**config.mk**
```make
export PLATFORM = sky130hd
export DESIGN_NAME = uart_tx_arbiter
export DESIGN_NICKNAME = d
export VERILOG_FILES = /design/src/rtl/uart_tx_arbiter.sv
export SDC_FILE = /design/constraint.sdc
export NUM_CORES = 1
export LEC_CHECK = 0
export CORE_MARGIN = 3
export CORE_UTILIZATION = 42
export CTS_BUF_LIST = sky130_fd_sc_hd__clkbuf_8 sky130_fd_sc_hd__clkbuf_16
export CTS_CLUSTER_DIAMETER = 40
export CTS_CLUSTER_SIZE = 25
export DETAILED_ROUTE_END_ITERATION = 7
export GPL_TIMING_DRIVEN = 1
export PLACE_DENSITY = 0.76
export RECOVER_POWER = 100
export SLEW_MARGIN = 40
export SYNTH_ARGS = -nofsm -noshare
export SYNTH_HDL_FRONTEND = slang
export SYNTH_SLANG_ARGS = --single-unit
```
**constraint.sdc**
```tcl
create_clock -name clk -period 1.8 [get_ports clk]
set_clock_uncertainty 0.2 [all_clocks]
set_input_delay 0.27 -clock clk [delete_from_list [all_inputs] [get_ports clk]]
set_output_delay 0.27 -clock clk [all_outputs]
set_load 0.005 [all_outputs]
```
**src/rtl/uart_tx_arbiter.sv**
```systemverilog
// Frame-atomic round-robin arbiter sharing one UART TX FIFO write port between
// two producers, with zero-latency pass-through, back-pressure and a watchdog.
module uart_tx_arbiter #(
  parameter int MDW       = 8,
  parameter int FAW       = 4,
  parameter int WD_CYCLES = 1024
) (
  input  logic           clk,
  input  logic           rst,
  input  logic [1:0]     req,
  input  logic [1:0]     wr,
  input  logic [1:0]     last,
  input  logic [MDW-1:0] wdata0,
  input  logic [MDW-1:0] wdata1,
  output logic [1:0]     grant,
  output logic [1:0]     wready,
  input  logic           tx_full,
  output logic           tx_wr,
  output logic [MDW-1:0] tx_wdata,
  output logic           busy,
  output logic [15:0]    frames_done,
  output logic [1:0]     wd_err,
  output logic [1:0]     drop_err,
  input  logic           err_clr,
  output logic [7:0]     word_cnt
);

  localparam int WD_W = $clog2(WD_CYCLES);
  localparam logic [WD_W-1:0] WD_LAST = WD_W'(WD_CYCLES - 1);

  if (WD_CYCLES < 2 || FAW < 1) begin : g_param_check
    $error("uart_tx_arbiter: WD_CYCLES must be >= 2 and FAW >= 1");
  end

  typedef enum logic {IDLE, OWN} state_t;

  state_t          state_q, state_d;
  logic            owner_q, owner_d;
  logic            ptr_q, ptr_d;
  logic [7:0]      word_cnt_q, word_cnt_d;
  logic [WD_W-1:0] wd_cnt_q, wd_cnt_d;
  logic [15:0]     frames_q, frames_d;
  logic [1:0]      wd_err_q, wd_err_d, wd_set;
  logic [1:0]      drop_err_q, drop_err_d;
  logic            accept;

  // Outputs decode registered state only, so reset removes the grant at once.
  assign busy     = (state_q == OWN);
  assign grant    = busy ? (owner_q ? 2'b10 : 2'b01) : 2'b00;
  assign wready   = grant & {2{~tx_full}};
  assign tx_wr    = busy & wr[owner_q] & ~tx_full;
  assign tx_wdata = busy ? (owner_q ? wdata1 : wdata0) : '0;
  assign accept   = tx_wr;

  assign frames_done = frames_q;
  assign wd_err      = wd_err_q;
  assign drop_err    = drop_err_q;
  assign word_cnt    = word_cnt_q;

  // NOTE: every next-state variable gets its hold value first, so no path through this block can infer a latch.
  always_comb begin
    state_d    = state_q;
    owner_d    = owner_q;
    ptr_d      = ptr_q;
    word_cnt_d = word_cnt_q;
    wd_cnt_d   = wd_cnt_q;
    frames_d   = frames_q;
    wd_set     = 2'b00;

    unique case (state_q)
      IDLE: begin
        if (|req) begin
          state_d    = OWN;
          owner_d    = (&req) ? ptr_q : req[1];
          word_cnt_d = '0;
          wd_cnt_d   = '0;
        end
      end
      OWN: begin
        if (accept) begin
          if (word_cnt_q != 8'hFF) word_cnt_d = word_cnt_q + 8'd1;
          wd_cnt_d = '0;
        end else if (!tx_full) begin
          wd_cnt_d = wd_cnt_q + 1'b1;
        end

        // A completed frame takes precedence over a simultaneous req drop.
        if (accept && last[owner_q]) begin
          state_d  = IDLE;
          ptr_d    = ~owner_q;
          frames_d = frames_q + 16'd1;
        end else if (!req[owner_q]) begin
          state_d = IDLE;
          ptr_d   = ~owner_q;
        end else if (!accept && !tx_full && wd_cnt_q == WD_LAST) begin
          state_d         = IDLE;
          ptr_d           = ~owner_q;
          wd_set[owner_q] = 1'b1;
        end
      end
      default: state_d = IDLE;
    endcase

    wd_err_d   = (err_clr ? 2'b00 : wd_err_q) | wd_set;
    drop_err_d = (err_clr ? 2'b00 : drop_err_q) | (wr & ~grant);
  end

  // NOTE: sequential state uses non-blocking assignments so all registers update together at the edge.
  always_ff @(posedge clk or posedge rst) begin
    if (rst) begin
      state_q    <= IDLE;
      owner_q    <= 1'b0;
      ptr_q      <= 1'b0;
      word_cnt_q <= '0;
      wd_cnt_q   <= '0;
      frames_q   <= '0;
      wd_err_q   <= '0;
      drop_err_q <= '0;
    end else begin
      state_q    <= state_d;
      owner_q    <= owner_d;
      ptr_q      <= ptr_d;
      word_cnt_q <= word_cnt_d;
      wd_cnt_q   <= wd_cnt_d;
      frames_q   <= frames_d;
      wd_err_q   <= wd_err_d;
      drop_err_q <= drop_err_d;
    end
  end

endmodule
```
Yosys cells after proc, flatten, opt, wreduce, memory -nomap -nowiden
Cells that the tools add are included.
{ "classes": {"addsub": 3, "n_lt_le_gt_ge": 2, "n_eq_ne": 7, "n_mux": 35, "bitwise_logic": 10, "n_reduce_logical": 13} }
{ "op_table": {"columns": ["op", "n"], "rows": [
  ["two-way mux 8 bit", 5],
  ["two-way mux 10 bit", 3],
  ["case mux 10 bit (2 select lines)", 1],
  ["adder 16 x 1 -> 16 bit (second input constant)", 1],
  ["two-way mux 2 bit", 8],
  ["case mux 8 bit (2 select lines)", 1],
  ["two-way mux 1 bit", 15],
  ["adder 10 x 1 -> 10 bit (second input constant)", 1],
  ["== test 10 bit (second input constant)", 1],
  ["AND reduction 2 bit", 5],
  ["adder 8 x 1 -> 8 bit (second input constant)", 1],
  ["!= test 8 bit (second input constant)", 1],
  ["!= test 3 x 2 -> 1 bit (second input constant)", 2],
  ["bitwise AND 2 bit", 2],
  ["logical AND 1 bit", 4],
  ["!= test 2 x 1 -> 1 bit (second input constant)", 2],
  ["OR 2 bit", 2],
  ["inverter 1 bit", 3],
  ["AND reduction 3 bit", 1],
  ["bitwise AND 1 bit", 2],
  ["zero test 1 bit", 2],
  ["less-than comparator 1 x 2 -> 1 bit (second input constant)", 1],
  ["!= test 2 bit (second input constant)", 1],
  ["inverter 2 bit", 1],
  ["other kinds (4)", 4]
]} }
{ "word_totals": {"register_bits": 41, "inputBits": 26, "out_inout_bits": 42, "word_cells": 78} }

Logic depth before layout (Yosys ltp)
{ "depth": {"word_depth": 12, "ltp_mapped": 5, "ltp_nobuf": 5} }

Worst setup path after synthesis
No wires, ideal clock.
{ "synth_timing": {"path_type": "reg-to-reg", "start": "register word_cnt_q[0], in the netlist word_cnt[0]", "end": "register word_cnt_q[5], in the netlist word_cnt[5]", "setup_time_ps": 126, "arrival_ps": 1593, "required_ps": 1474, "slack_ps": -119, "stages_incl_launch_ff": 6, "path_buffers": 0, "period_less_slack_ps": 1919, "path_cell_list": "dfrtp_1 ha_1 and3_1 a311oi_4 nor2_2 a221o_1"} }
{ "synth_between": {"elab_chain_cells": 4, "elab_cells_between_ends": 7, "classes_between": "1 x add/sub; 2 x eq/ne; 3 x mux; 1 x reduce/logical"} }
{ "synth_lines": {"columns": ["element", "line_no", "rtl"], "rows": [
  ["start: declaration", "40", "logic [7:0] word_cnt_q, word_cnt_d;"],
  ["start signal: assignment", "123", "word_cnt_q <= word_cnt_d;"],
  ["adder 8 x 1 -> 8 bit", "81", "if (word_cnt_q != 8'hFF) word_cnt_d = word_cnt_q + 8'd1;"],
  ["two-way mux 8 bit", "81", null],
  ["two-way mux 8 bit", "80", "if (accept) begin"],
  ["case mux 8 bit (2 select lines)", "70", "unique case (state_q)"]
]} }
Several ways; a longest one is shown, not always the timed one. The select of a mux whose other input is x is not followed.
A chain may end at the register's enable or synchronous reset.

Worst setup path after layout
{ "layout_timing": {"start": "register owner_q", "end": "register ptr_q"} }
{ "layout_between": {"elab_chain_cells": 9, "elab_cells_between_ends": 18, "classes_between": "1 x eq/ne; 9 x mux; 3 x bitwise; 5 x reduce/logical"} }
{ "layout_lines": {"columns": ["element", "line_no", "rtl"], "rows": [
  ["start: declaration", "38", "logic owner_q, owner_d;"],
  ["start signal: assignment", "121", "owner_q <= owner_d;"],
  ["two-way mux 1 bit (implied by the code) (2 in series)", "51", "assign tx_wr = busy & wr[owner_q] & ~tx_full;"],
  ["bitwise AND 1 bit (2 in series)", "51", null],
  ["zero test 1 bit", "95", "end else if (!accept && !tx_full && wd_cnt_q == WD_LAST) begin"],
  ["logical AND 1 bit (2 in series)", "95", null],
  ["!= test 3 x 2 -> 1 bit (no source line)", null, null],
  ["AND reduction 2 bit (no source line)", null, null],
  ["end signal: assignment", "122", "ptr_q <= ptr_d;"],
  ["end: declaration", "39", "logic ptr_q, ptr_d;"]
]} }
Several ways; a longest one is shown, not always the timed one. The select of a mux whose other input is x is not followed.

==> results.md <==
* Cell-internal power at 2.68 mW
* Delay of the slowest critical-path stage at roughly 450 ps
* Leftover overflow at the end of global routing at 0
* Hold bufs inserted after CTS at 0
* Synth Cell Area at 2230 um^2
* Most prevalent standard cell on the critical path: sky130_fd_sc_hd__buf_4
* Starting utilization of the core area at 45.4%
* TritonCTS Sinks at between 40 and 50
* Minimum clock period at 2030 ps
* Cts bufs inserted at 5
* Cell Pwr Density at ~1100 nW/um^2
* FF/Latch Area at 1030 um^2
* Sequential area share after synthesis at 46.0%
* Max capacitance violation total at 0
* Largest vdd supply drop at 0.000679 V
* Average instance area after synthesis at 10.6 um^2
* Max-slew violation count at 0
* Slowest library cell on the worst path: sky130_fd_sc_hd__dfrtp_2
* Maximum number of pins on one net before global-route repair at 42
* Number of enable-type register cells in the synthesized netlist at 0
* Count of buffer and inverter cells on the critical path at 3
* Post-Synthesis Cells at 210
* Total number of yosys warnings at 0
* Status: finished with violations
* Sw Pwr at approximately 1.5 mW
* Count of state elements after synthesis at 41
* Arr. time, crit path at 2010 ps
* Clock Tree Root: sky130_fd_sc_hd__clkbuf_8
* Startpoint of the most critical hold path: wd_cnt_q[9]$_DFFE_PP0P_
* Most frequent standard cell in the layout excluding fill and tap cells: sky130_fd_sc_hd__clkdlybuf4s50_1
* Average via count per standard cell at 5.38
* Max clock buf depth at 2
* FF-to-FF Start: owner_q$_DFFE_PP0P_
* Area of the core at 4910 um^2
* Worst hold slack across all endpoints at 292 ps
* Worst Tran Pin Value at ~1000 ps
* Overall via count from detail_route at 2191
* Static leakage power at approximately 1.7 nW
* Gr usage total at 21.0%
* Remaining routing DRC violations at 0
* Number of top-level pins at 68
* H-tree depth reported by CTS at 2
* Final setup violation count at 39
* Required time of the critical path at 1780 ps
* Crit Path Class: reg -> reg
* Full die area at 6220 um^2
* Combinational cell fraction of total power at between 50 and 60%
* Logic depth of the worst register-to-register path at 6
* Reg-to-reg endpoint: ptr_q$_DFFE_PP0P_
* Final setup slack of the worst path at -233 ps
* Capturing element type of the critical path: flip-flop
* Post-Route WL at 6610 um
* Die extent in y at 78.8 um
* Instance count along the most critical hold path at 1
* Synth cell types at between 50 and 60
* Clock network latency to the later pin of the worst-skew pair at 300 ps
* Slew headroom at 33.8%
* Ant. Diodes at 0
* Number of antenna violations at the first check in global routing at 0
* Count of TritonRoute iterations in the first routing pass at 4
* Fraction of layout instances using a drive strength above 1 at between 30% and 40%
* # port buffers at 67
* Final setup TNS at -3710 ps
* Drt wl/cell at 16.2 um
* Sum of net half-perimeters after detailed placement at 4380 um
* Largest delay contributor family on the critical path: buffers and inverters
* Die width at 78.8 um
* Commonest cells after routing, fill and taps aside: sky130_fd_sc_hd__clkdlybuf4s50_1 (51), sky130_fd_sc_hd__buf_4 (46), sky130_fd_sc_hd__dfrtp_1 (38), sky130_fd_sc_hd__nor2_1 (15), sky130_fd_sc_hd__xnor2_1 (12)
* Number of filler cells placed in the layout at approximately 340
* Routability cong. at 0.797
* Fraction of power spent switching nets at 35.5%
* Clock transition at path regs at 80 ps
* Maximum clock rate at 492 MHz
* Final worst path period share at 113%
* Antenna Nets Post-Route at 0
* Part of the total power dissipated in the clock network at 14.3%
* Via count of the first global-routing pass at 2248
* Iter 0 DRT Violations at about 140
* Path type of the worst min-delay path: reg -> reg
* Highest fanout seen on the critical path at 4
* Final hold violation count at 0
* Number of core rows at 25
* CP Launch Type: flip-flop
* Leading register cell type out of synthesis: sky130_fd_sc_hd__dfrtp_1
* Synth-to-Final Area Change at 65.5%
* Global-route wire length before repair at 10400 um
* Post-Syn Nets at 239
* Unrepaired setup endpoints after global routing: yes
* Flop pwr share at 29.7%
* End point of the most critical hold path: wd_cnt_q[9]$_DFFE_PP0P_
* Violated checks: setup timing
* Multi-input combinational cell area at 1290 um^2
* Register-to-register setup slack at -230 ps
* Number of nets in the layout at 368
* Clock tree from TritonCTS: done
* Cell chain of the critical path: buf_4, bufbuf_16, buf_4, mux2i_2, o31a_1, o22a_1
* Asr flop ratio synth at 100%
layout make-up:
class                      instances  area share, %
clock inverter                     3          0.475
tap                               67           2.27
clock buffer                       5           1.87
timing repair buffer             128           31.6
sequential                        41           27.9
inverter                           8          0.814
multi-input combinational        155           35.0
cell families (layout without fill, tap and decap cells):
family                     after synthesis  after routing  share of synthesized area (%)
xor gates and xnor gates                16             16                           6.29
muxes                                   16             16                           8.25
and+or+nand+nor                         76             76                           19.1
DFF                                     41             41                           46.0
buffers and inverters                   14            144                           2.92
AOI/OAI and AO/OA                       44             44                           15.7
adders and majority gates                3              3                           1.68
routing by layer:
metal,up-vias,track usage (%),part of all wire [%]
met1,1057,26.2,42
li1,1031,-,-
met5,-,0,0
met4,0,8.76,1.5
met2,91,34.8,50
met3,12,5.22,6.7
Yosys cell counts, drive strengths merged, types with 3 or more instances:
master	instances	area (um^2)
buf	4	27.5
and2	3	18.8
xor2	4	35.0
xnor2	12	105
a31oi	4	25.0
nand3	11	55.1
inv	8	30.0
a21oi	6	30.0
nor2	18	72.6
nand2	13	51.3
nor3	5	30.0
and3	6	37.5
mux2	3	37.5
dfrtp	41	1030
nand4	7	43.8
o21ai	11	55.1
ha	3	37.5
or3	3	18.8
a22o	6	52.6
mux2i	13	146
per-stage QoR:
step                      area, um^2  power [mW]  std cells  setup slack, ps  utilization, %
after floorplan                 2240        2.04        210            -79.0               -
after detailed placement        3330        3.13        384             -396            67.7
after CTS                       3550        3.95        399             -138            72.3
after global routing            3690        4.40        407             -267            75.1
after global placement          3330        3.09        384             -339            67.7
final                           3690        4.15        407             -233            75.1
power by group through the flow:
stage | sequential (mW) | combinational [mW] | clock (mW)
after CTS | 1.22 | 2.13 | 0.597
after floorplan | 1.23 | 0.815 | 0
after global routing | 1.26 | 2.49 | 0.649
after global placement | 1.24 | 1.85 | 0
final | 1.23 | 2.32 | 0.593
after detailed placement | 1.25 | 1.88 | 0
worst max-delay path by stage:
stage,startpoint,endpoint,slack (ps),depth (start not counted)
final,owner_q$_DFFE_PP0P_,ptr_q$_DFFE_PP0P_,-230,6
after global routing,owner_q$_DFFE_PP0P_,busy$_DFF_PP0_,-270,5
after CTS,owner_q$_DFFE_PP0P_,frames_done[15]$_DFFE_PP0P_,-140,7
after detailed placement,wr[1],frames_done[15]$_DFFE_PP0P_,-400,6
after global placement,wr[1],frames_done[15]$_DFFE_PP0P_,-340,6
after floorplan,word_cnt[1]$_DFFE_PP0P_,word_cnt[5]$_DFFE_PP0P_,-80,5
state kept, by name, summed over array words and instances, names as in the netlist:
signal / cells
word_cnt: 8
wd_err: 2
busy: 1
ptr_q: 1
wd_cnt_q: 10
owner_q: 1
drop_err: 2
frames_done: 16
repair_timing:
item	4_1_cts	5_1_grt
gates cloned	1	0
resized for setup	69	27
pin swaps	17	14
buffers inserted	9	8
setup endpoints to repair	38	51
(Power assumes the default switching activity.)
